===== src/rtl/alu_pkg.sv =====
// Shared definitions for the ALU dispatcher: opcodes, flag indices,
// instruction field helpers and the dispatcher FSM state type.
// Optional feature macro: ALU_DISPATCH_LDI_EN (op 0xF becomes LDI).
package alu_pkg;

  localparam logic [3:0] OP_ADD  = 4'h0;
  localparam logic [3:0] OP_SUB  = 4'h1;
  localparam logic [3:0] OP_AND  = 4'h2;
  localparam logic [3:0] OP_OR   = 4'h3;
  localparam logic [3:0] OP_XOR  = 4'h4;
  localparam logic [3:0] OP_NOT  = 4'h5;
  localparam logic [3:0] OP_SHL  = 4'h6;
  localparam logic [3:0] OP_SHR  = 4'h7;
  localparam logic [3:0] OP_PASS = 4'h8;
  localparam logic [3:0] OP_ADC  = 4'h9;
  localparam logic [3:0] OP_SBC  = 4'hA;
  localparam logic [3:0] OP_LDI  = 4'hF;

  // Bit positions inside the {neg, carry, zero} flag vector
  localparam int unsigned ZF = 0;
  localparam int unsigned CF = 1;
  localparam int unsigned NF = 2;

  localparam int unsigned INSTR_W = 16;

`ifdef ALU_DISPATCH_LDI_EN
  typedef enum logic [2:0] {StIdle, StIssue, StWait, StWb, StLdiWb} state_e;
`else
  typedef enum logic [2:0] {StIdle, StIssue, StWait, StWb} state_e;
`endif

  function automatic logic [3:0] op_f(input logic [INSTR_W-1:0] w);
    return w[15:12];
  endfunction

  function automatic logic [2:0] rd_f(input logic [INSTR_W-1:0] w);
    return w[11:9];
  endfunction

  function automatic logic [2:0] rs1_f(input logic [INSTR_W-1:0] w);
    return w[8:6];
  endfunction

  function automatic logic [2:0] rs2_f(input logic [INSTR_W-1:0] w);
    return w[5:3];
  endfunction

  function automatic logic [7:0] imm_f(input logic [INSTR_W-1:0] w);
    return w[7:0];
  endfunction

endpackage


===== src/rtl/alu_regfile.sv =====
// NREGS x DATA_W register file: two combinational operand read ports,
// one combinational debug read port, one synchronous write port.
// Addresses beyond NREGS read as zero and ignore writes.
module alu_regfile #(
  parameter int unsigned NREGS  = 8,
  parameter int unsigned DATA_W = 8
) (
  input  logic              clk,
  input  logic              rst_n,
  input  logic              we,
  input  logic [2:0]        waddr,
  input  logic [DATA_W-1:0] wdata,
  input  logic [2:0]        raddr_a,
  input  logic [2:0]        raddr_b,
  input  logic [2:0]        dbg_raddr,
  output logic [DATA_W-1:0] rdata_a,
  output logic [DATA_W-1:0] rdata_b,
  output logic [DATA_W-1:0] dbg_rdata
);

  logic [DATA_W-1:0] rf_q [NREGS];

  function automatic logic in_range(input logic [2:0] a);
    return {29'd0, a} < NREGS;
  endfunction

  // Storage: cleared asynchronously, single write per cycle
  always_ff @(posedge clk or negedge rst_n) begin
    if (!rst_n) begin
      for (int unsigned i = 0; i < NREGS; i++) begin
        rf_q[i] <= '0;
      end
    end else if (we && in_range(waddr)) begin
      rf_q[waddr] <= wdata;
    end
  end

  // Read ports
  always_comb begin
    rdata_a   = in_range(raddr_a)   ? rf_q[raddr_a]   : '0;
    rdata_b   = in_range(raddr_b)   ? rf_q[raddr_b]   : '0;
    dbg_rdata = in_range(dbg_raddr) ? rf_q[dbg_raddr] : '0;
  end

endmodule


===== src/rtl/alu_dispatch.sv =====
// Serial issue stage for the 8-bit ALU: accepts one instruction at a time,
// issues operands for one cycle, waits ALU_LAT cycles, then writes back.
// Optional feature macro: ALU_DISPATCH_LDI_EN (op 0xF loads an immediate).
module alu_dispatch
  import alu_pkg::*;
#(
  parameter int unsigned NREGS   = 8,
  parameter int unsigned DATA_W  = 8,
  parameter int unsigned ALU_LAT = 1
) (
  input  logic              clk,
  input  logic              rst_n,
  input  logic              instr_valid,
  output logic              instr_ready,
  input  logic [15:0]       instr,
  output logic [DATA_W-1:0] alu_a,
  output logic [DATA_W-1:0] alu_b,
  output logic [3:0]        alu_sel,
  output logic              alu_en,
  input  logic [DATA_W-1:0] alu_out,
  input  logic [2:0]        alu_flags,
  output logic [2:0]        flags_q,
  output logic              retire,
  output logic              illegal,
  input  logic [2:0]        dbg_raddr,
  output logic [DATA_W-1:0] dbg_rdata
);

  state_e            state_q, state_d;
  logic [2:0]        cnt_q, cnt_d;
  logic [15:0]       instr_q;
  logic [DATA_W-1:0] alu_a_q, alu_b_q;
  logic [3:0]        alu_sel_q;
  logic              illegal_q, illegal_d;
  logic              accept, is_alu_op, is_ldi;
  logic              rf_we;
  logic [DATA_W-1:0] rf_wdata, rf_a, rf_b;

  assign accept    = instr_valid && instr_ready;
  assign is_alu_op = op_f(instr) <= OP_SBC;
`ifdef ALU_DISPATCH_LDI_EN
  assign is_ldi    = op_f(instr) == OP_LDI;
`else
  assign is_ldi    = 1'b0;
  // Immediate bits are only consumed by LDI
  logic unused_imm;
  assign unused_imm = ^instr_q[2:0];
`endif

  alu_regfile #(
    .NREGS  (NREGS),
    .DATA_W (DATA_W)
  ) u_regfile (
    .clk       (clk),
    .rst_n     (rst_n),
    .we        (rf_we),
    .waddr     (rd_f(instr_q)),
    .wdata     (rf_wdata),
    .raddr_a   (rs1_f(instr_q)),
    .raddr_b   (rs2_f(instr_q)),
    .dbg_raddr (dbg_raddr),
    .rdata_a   (rf_a),
    .rdata_b   (rf_b),
    .dbg_rdata (dbg_rdata)
  );

  // Next-state, wait counter and register-file write control
  always_comb begin
    state_d   = state_q;
    cnt_d     = cnt_q;
    illegal_d = 1'b0;
    rf_we     = 1'b0;
    rf_wdata  = alu_out;
    unique case (state_q)
      StIdle: begin
        if (accept) begin
          if (is_alu_op)   state_d = StIssue;
`ifdef ALU_DISPATCH_LDI_EN
          else if (is_ldi) state_d = StLdiWb;
`endif
          else             illegal_d = 1'b1;
        end
      end
      StIssue: begin
        cnt_d   = 3'(ALU_LAT);
        state_d = StWait;
      end
      StWait: begin
        cnt_d = cnt_q - 3'd1;
        if (cnt_d == 3'd0) state_d = StWb;
      end
      StWb: begin
        rf_we   = 1'b1;
        state_d = StIdle;
      end
`ifdef ALU_DISPATCH_LDI_EN
      StLdiWb: begin
        rf_we    = 1'b1;
        rf_wdata = DATA_W'(imm_f(instr_q));
        state_d  = StIdle;
      end
`endif
      default: state_d = StIdle;
    endcase
  end

  // State, latched instruction, held ALU operands and flags
  always_ff @(posedge clk or negedge rst_n) begin
    if (!rst_n) begin
      state_q   <= StIdle;
      cnt_q     <= '0;
      instr_q   <= '0;
      alu_a_q   <= '0;
      alu_b_q   <= '0;
      alu_sel_q <= '0;
      illegal_q <= 1'b0;
      flags_q   <= '0;
    end else begin
      state_q   <= state_d;
      cnt_q     <= cnt_d;
      illegal_q <= illegal_d;
      if (accept) instr_q <= instr;
      if (state_q == StIssue) begin
        alu_a_q   <= rf_a;
        alu_b_q   <= rf_b;
        alu_sel_q <= op_f(instr_q);
      end
      if (state_q == StWb) flags_q <= alu_flags;
    end
  end

  // Outputs: operands read live in ISSUE, then held from the captured copy
  always_comb begin
    instr_ready = state_q == StIdle;
    alu_en      = state_q == StIssue;
    alu_a       = alu_en ? rf_a : alu_a_q;
    alu_b       = alu_en ? rf_b : alu_b_q;
    alu_sel     = alu_en ? op_f(instr_q) : alu_sel_q;
    retire      = state_q == StWb;
`ifdef ALU_DISPATCH_LDI_EN
    if (state_q == StLdiWb) retire = 1'b1;
`endif
    illegal     = illegal_q;
  end

endmodule


===== config.mk =====
export PLATFORM = sky130hd
export DESIGN_NAME = alu_dispatch
export DESIGN_NICKNAME = d
export VERILOG_FILES = /design/src/rtl/alu_pkg.sv /design/src/rtl/alu_regfile.sv /design/src/rtl/alu_dispatch.sv
export SDC_FILE = /design/constraint.sdc
export NUM_CORES = 1
export LEC_CHECK = 0
export ABC_AREA = 1
export CAP_MARGIN = 20
export CORE_MARGIN = 5
export CORE_UTILIZATION = 45
export DETAILED_ROUTE_END_ITERATION = 8
export PLACE_DENSITY = 0.64
export SLEW_MARGIN = 20
export SYNTH_ARGS = -nofsm -noshare
export SYNTH_HDL_FRONTEND = slang
export SYNTH_SLANG_ARGS = --single-unit

===== constraint.sdc =====
create_clock -name clk -period 2 [get_ports clk]
set_input_delay 0.4 -clock clk [delete_from_list [all_inputs] [get_ports clk]]
set_output_delay 0.4 -clock clk [all_outputs]
set_load 0.02 [all_outputs]

==> flow_summary_export.csv, run 1 <==
group,metric,value,unit
route,via_per_inst,5.60,
logic_synthesis,synthFlopType,"dfrtp_1",
timing,skew,0.0137,ns
timing,worst_pin_slew,0.619,ns
logic_synthesis,synth_edf_count,0,
power,ir_worst_vdd,916,uV
cells_and_area,diodes,0,
worst_hold_path,hold_class,"primary input to async pin",
route,vias,6260,
cells_and_area,areaGrowthSynthToFinish,44.6,%
logic_synthesis,synth_compound_area_frac,0.119,
die,die_w,124,um
logic_synthesis,synthAdderAreaFrac,0.0149,
critical_path,path_buf_inv,4,
placed_design,dpl.hpwl,14.2,mm
timing,finalSetupViolations,16,
global_routing,antenna_found_initial,0,
logic_synthesis,synth_mux_area_frac,0.00766,
logic_synthesis,synth_top_cells_by_area,"dfrtp_1 (45%), nand2_1 (20%), nand3_1 (9.8%)",
placed_design,gp_congestion,0.952,
route,dr.pass1.iters,7,
status,status,"complete, but fails checks",
status,violations,"negative setup slack",
global_routing,grt_max_degree,107,
power,power.density,1890,nW/um2
clocking,clkSinkCount,106,
timing,drv_slew,0,
timing,min_period_over_period,1.06,
global_routing,grt.overflow.total,0,
global_routing,grt_use_total,0.270,
logic_synthesis,syn_inst,839,
critical_path,reg2regPathDepth,13,
cells_and_area,fill_cells,1075,
power,combPwrFrac,0.635,
die,rows,41,
critical_path,cp_max_fo,8,
timing,grt_setup_unrepaired,"yes",
clocking,root_buffer,"clkbuf_16",
cells_and_area,layout_common_cells,"nand2_1 (236), dfrtp_1 (105), nand3_2 (93)",
cells_and_area,nNetsFinal,981,
critical_path,cp_cell_sequence,"inv_4 -> buf_12 -> buf_4 -> nand2_1 -> nand3_2 -> nand3_2 -> nand3_2 -> nand2_2 -> buf_6",
logic_synthesis,yosys.area_share.xor_xnor,0,
die,die-area,15500,um2
global_routing,first_global_vias,6184,
cells_and_area,stdcell_area,8500,um2
placed_design,io_buffers,64,
clocking,cts_tree,"built",
critical_path,critPathMaxStageDelay,0.41,ns
timing,hold_viol,0,
critical_path,required,1.60,ns
die,fp.dieH,124,um
cells_and_area,final_common_cell,"nand2_1",
die,core,12700,um2
flow_run,maxCapViolCount,0,
critical_path,cp_slowest_cell,"dfrtp_1",
power,intPower,8.49,mW
power,seqPwrFrac,0.248,
timing,worst_slack,-0.112,ns
cells_and_area,post-route-util,0.668,
global_routing,grt_pass1_wl,33.1,mm
critical_path,critPathMostFrequentCell,"nand3_2",
logic_synthesis,synth_top_area_share,0.451,
critical_path,crit_family,"buffers and inverters",
logic_synthesis,synth_cell_types,22,
critical_path,path_class,"flip-flop to output pin",
route,wl_per_cell,19.4,um
cells_and_area,layout-drive-gt1-share,0.335,
timing,slew_headroom,0.587,
critical_path,cp_data_arrival_time,1.71,ns
die,start_util,0.462,
logic_synthesis,ys_ff_latch,106,
critical_path,worst-path-stages,9,
logic_synthesis,synth_seq_area_share,0.451,
timing,timing.hold.ws,0.0520,ns
clocking,htreeDepth,3,
logic_synthesis,synth_fp_nets,879,
placed_design,place_area,6940,um2
route,drt-initial-drc-count,671,
logic_synthesis,synth_top_family_by_area,"simple AND/OR/NAND/NOR gates",
clocking,ctsHoldBuffers,0,
logic_synthesis,synth_area_leader_cell,"dfrtp_1",
power,p_sw_frac,0.470,
die,io_pins,68,
route,ant_nets,0,
clocking,clk_latency,0.36,ns
logic_synthesis,syn_area,5880,um2
critical_path,endpoint_kind,"output pin",
power,p_leak,4.34,nW
timing,tns,-1.04,ns
timing,finalCriticalPeriod,2.11,ns
power,switchingPower,7.54,mW
logic_synthesis,synthArstFlopShare,1.00,
clocking,clk_pin_slew_worst_paths,0.08,ns
logic_synthesis,synth_simple_gate_area_frac,0.314,
timing,max_freq,473,MHz
route,detail_route.wirelength,21.6,mm
logic_synthesis,synth.avg_cell_area,7.01,um2
power,power_frac_clock,0.117,
critical_path,cp-start-kind,"flip-flop",
clocking,cts-buffers-inserted,9,
route,drc,0,
clocking,cts_buffer_depth,2,
logic_synthesis,yosysWarnings,0,
[power by group through the flow]
stage | registers, mW | logic (mW) | clock network [mW]
3_3_place_gp | 3.92 | 7.08 | 0
5_1_grt | 4.07 | 10.9 | 2.00
4_1_cts | 3.93 | 9.13 | 1.91
3_5_place_dp | 3.94 | 7.24 | 0
6_report | 3.98 | 10.2 | 1.87
2_1_floorplan | 3.71 | 4.39 | 0
[final timing paths]
path	startpoint	slack, ns	end
max	instr_q[6]	-0.11	alu_a[2]
min	rst_n	0.05	u_regfile.rf_q[12]
max reg2reg	instr_q[3]	0.14	alu_b_q[3]
min reg2reg	alu_sel_q[3]	0.47	alu_sel_q[3]
max in group asynchronous	rst_n	1.42	instr_q[3]
min in group clk	alu_sel_q[3]	0.47	alu_sel_q[3]
[synth_stat cells, drive strengths merged, types with 2 or more instances]
| cell | n |
|---|---|
| a21oi | 40 |
| clkbuf | 21 |
| nor2 | 15 |
| dfrtp | 106 |
| o21ai | 97 |
| o22ai | 2 |
| clkinv | 4 |
| buf | 25 |
| mux2 | 4 |
| nand2 | 311 |
| inv | 89 |
| ha | 7 |
| nand3 | 116 |
[state kept, by name, summed over array words and instances (netlist names)]
signal          cells
illegal             1
instr_q            13
alu_b_q             8
cnt_q               3
flags_q             3
u_regfile.rf_q     64
alu_sel_q           4
state_q             2
alu_a_q             8
[kinds of logic (layout without fill, tap and decap cells)]
| logic type | after synthesis | in the layout |
|---|---|---|
| adders and majority gates | 7 | 7 |
| and+or+nand+nor | 444 | 444 |
| AOI/OAI and AO/OA | 139 | 139 |
| buffers and inverters | 139 | 246 |
| DFF | 106 | 106 |
| muxes | 4 | 4 |
[metal layers]
layer  vias to the layer above  routed length [um]  global-route usage
met5                         -                   0                   0
met4                         0                 944               0.110
met3                        78                1640              0.0622
met2                       282               10600               0.449
met1                      3028                8490               0.337
li1                       2872                   -                   -
[cell type report]
cell class | count | area [um2] | share of cell area
Clock buffer | 10 | 239 | 0.0281
Clock inverter | 6 | 72.6 | 0.00853
Inverter | 93 | 360 | 0.0424
Multi-Input combinational cell | 594 | 3460 | 0.407
Sequential cell | 106 | 2650 | 0.312
Tap cell | 172 | 215 | 0.0253
Timing Repair Buffer | 136 | 1490 | 0.175
Timing Repair inverter | 1 | 7.51 | 0.000883
[per-stage QoR]
step	power [mW]	worst slack, ns	cells
floorplan	8.10	0.240	839
global placement	11.0	-0.643	1068
detailed placement	11.2	-0.680	1068
CTS	15.0	-0.107	1112
global route	17.0	-0.166	1118
finish	16.0	-0.112	1118
[what timing repair did]
item	CTS	global route
gates cloned	7	3
pin swaps	41	55
hold endpoints to repair	0	0
setup buffers	21	5
endpoints found under the setup margin	31	41
resized for setup	277	114
Note: power is estimated with default switching activity, not from simulation.
==> inputs of run 2 (changes only) <==
Clock period 2 ns to 2.6 ns, I/O delays scaled along.
==> flow_summary_export.csv, run 2 (same netlist as run 1, synthesis figures left out) <==
group,metric,value,unit
route,drc,0,
die,io_pins,68,
cells_and_area,diodes,0,
cells_and_area,regMostFlops,"u_regfile.rf_q",
flow_run,maxCapViolCount,0,
timing,finalCriticalPeriod,2.51,ns
die,core,12700,um2
cells_and_area,largest_reg_flops,64,
route,via_per_inst,5.40,
global_routing,first_global_vias,5480,
timing,hold_viol,0,
worst_hold_path,hold_class,"primary input to async pin",
critical_path,cp_data_arrival_time,1.99,ns
route,wl_per_cell,17.3,um
timing,drv_slew,0,
cells_and_area,layout_common_cells,"nand2_1 (310), nand3_1 (115), dfrtp_1 (106)",
timing,skew,0.00997,ns
clocking,cts_buffer_depth,2,
power,p_leak,3.73,nW
route,detail_route.wirelength,18.7,mm
global_routing,antenna_found_initial,0,
status,status,"complete, no violations",
clocking,root_buffer,"clkbuf_16",
clocking,cts-buffers-inserted,9,
critical_path,cp-start-kind,"flip-flop",
timing,min_period_over_period,0.967,
die,rows,41,
clocking,cts_tree,"built",
route,vias,5817,
placed_design,dpl.hpwl,13.1,mm
power,power.density,1330,nW/um2
timing,max_freq,398,MHz
global_routing,grt_pass1_wl,30.0,mm
die,fp.dieH,124,um
global_routing,grt_use_total,0.245,
die,die_w,124,um
timing,finalSetupViolations,0,
critical_path,required,2.08,ns
die,die-area,15500,um2
cells_and_area,areaGrowthSynthToFinish,20.9,%
timing,grt_setup_unrepaired,"no",
clocking,clk_pin_slew_worst_paths,0.07,ns
cells_and_area,post-route-util,0.559,
clocking,clk_latency,0.36,ns
route,dr.pass1.iters,5,
timing,tns,0,ns
global_routing,grt_max_degree,52,
timing,slew_headroom,0.518,
global_routing,grt.overflow.total,0,
cells_and_area,reg.largest.list,"u_regfile.rf_q (64), instr_q (13)",
clocking,clkSinkCount,106,
critical_path,cp_max_fo,16,
power,ir_worst_vdd,770,uV
critical_path,endpoint_kind,"output pin",
die,start_util,0.462,
route,ant_nets,0,
cells_and_area,final_common_cell,"nand2_1",
timing,worst_pin_slew,0.721,ns
placed_design,io_buffers,64,
cells_and_area,nNetsFinal,941,
cells_and_area,layout-drive-gt1-share,0.0817,
placed_design,gp_congestion,0.893,
critical_path,path_class,"flip-flop to output pin",
clocking,ctsHoldBuffers,0,
route,drt-initial-drc-count,611,
clocking,htreeDepth,3,
run 2: path summary, 6_finish.rpt:
path | end | slack, ns | start | cells after the start
hold reg to reg | alu_sel_q[0] | 0.47 | alu_sel_q[0] | 2
hold / removal | u_regfile.rf_q[27] | 0.12 | rst_n | 1
setup reg to reg | u_regfile.rf_q[33] | 0.76 | state_q[0] | 6
min in group clk | alu_sel_q[0] | 0.47 | alu_sel_q[0] | 2
max in group asynchronous | u_regfile.rf_q[5] | 1.78 | rst_n | 2
setup / recovery | alu_b[5] | 0.09 | state_q[1] | 6
run 2: repair_timing:
action | in CTS | in global routing
resized for setup | 38 | 18
setup buffers | 0 | 0
gates cloned | 0 | 0
setup endpoints to repair | 28 | 23
run 2: per-layer routing:
layer,track usage,vias up,share of wire
met3,0.0545,33,0.070
met5,0,-,0
met2,0.387,237,0.48
met4,0.0922,0,0.027
li1,-,2792,-
met1,0.328,2755,0.42
run 2: area by class of cell:
| type | instances | area, um2 |
|---|---|---|
| repair buffers | 97 | 907 |
| inverters | 93 | 352 |
| fillers | 1289 | 5610 |
| clock inverters | 6 | 66.3 |
| flip-flops and latches | 106 | 2650 |
| well taps | 172 | 215 |
| clock buffers | 10 | 239 |
| multi-input cells | 594 | 2680 |
run 2: metrics by stage:
step,area (um2),instances,setup WS (ns),total power [mW],hold WS (ns)
after detailed placement,6850,1062,-0.308,8.28,0.461
after floorplan,5880,839,0.707,6.23,0.224
final,7110,1078,0.0856,9.48,0.122
after CTS,7130,1078,0.0473,9.51,0.142
after global routing,7110,1078,0.00832,10.3,0.161
after global placement,6850,1062,-0.309,8.16,0.452
run 2: worst max-delay path, stage by stage, from the launching register on:
cell,delay [ns]
dfrtp_1,0.43
inv_1,0.11
ha_2,0.23
buf_12,0.17
nand3_1,0.21
nand2_1,0.15
dlygate4sd2_1,0.34
run 2: where the power goes:
group | switching, mW | total (mW) | internal [mW]
clock | 0.623 | 1.40 | 0.774
combinational | 3.29 | 5.12 | 1.83
sequential | 0.478 | 2.96 | 2.48
total | 4.40 | 9.48 | 5.08
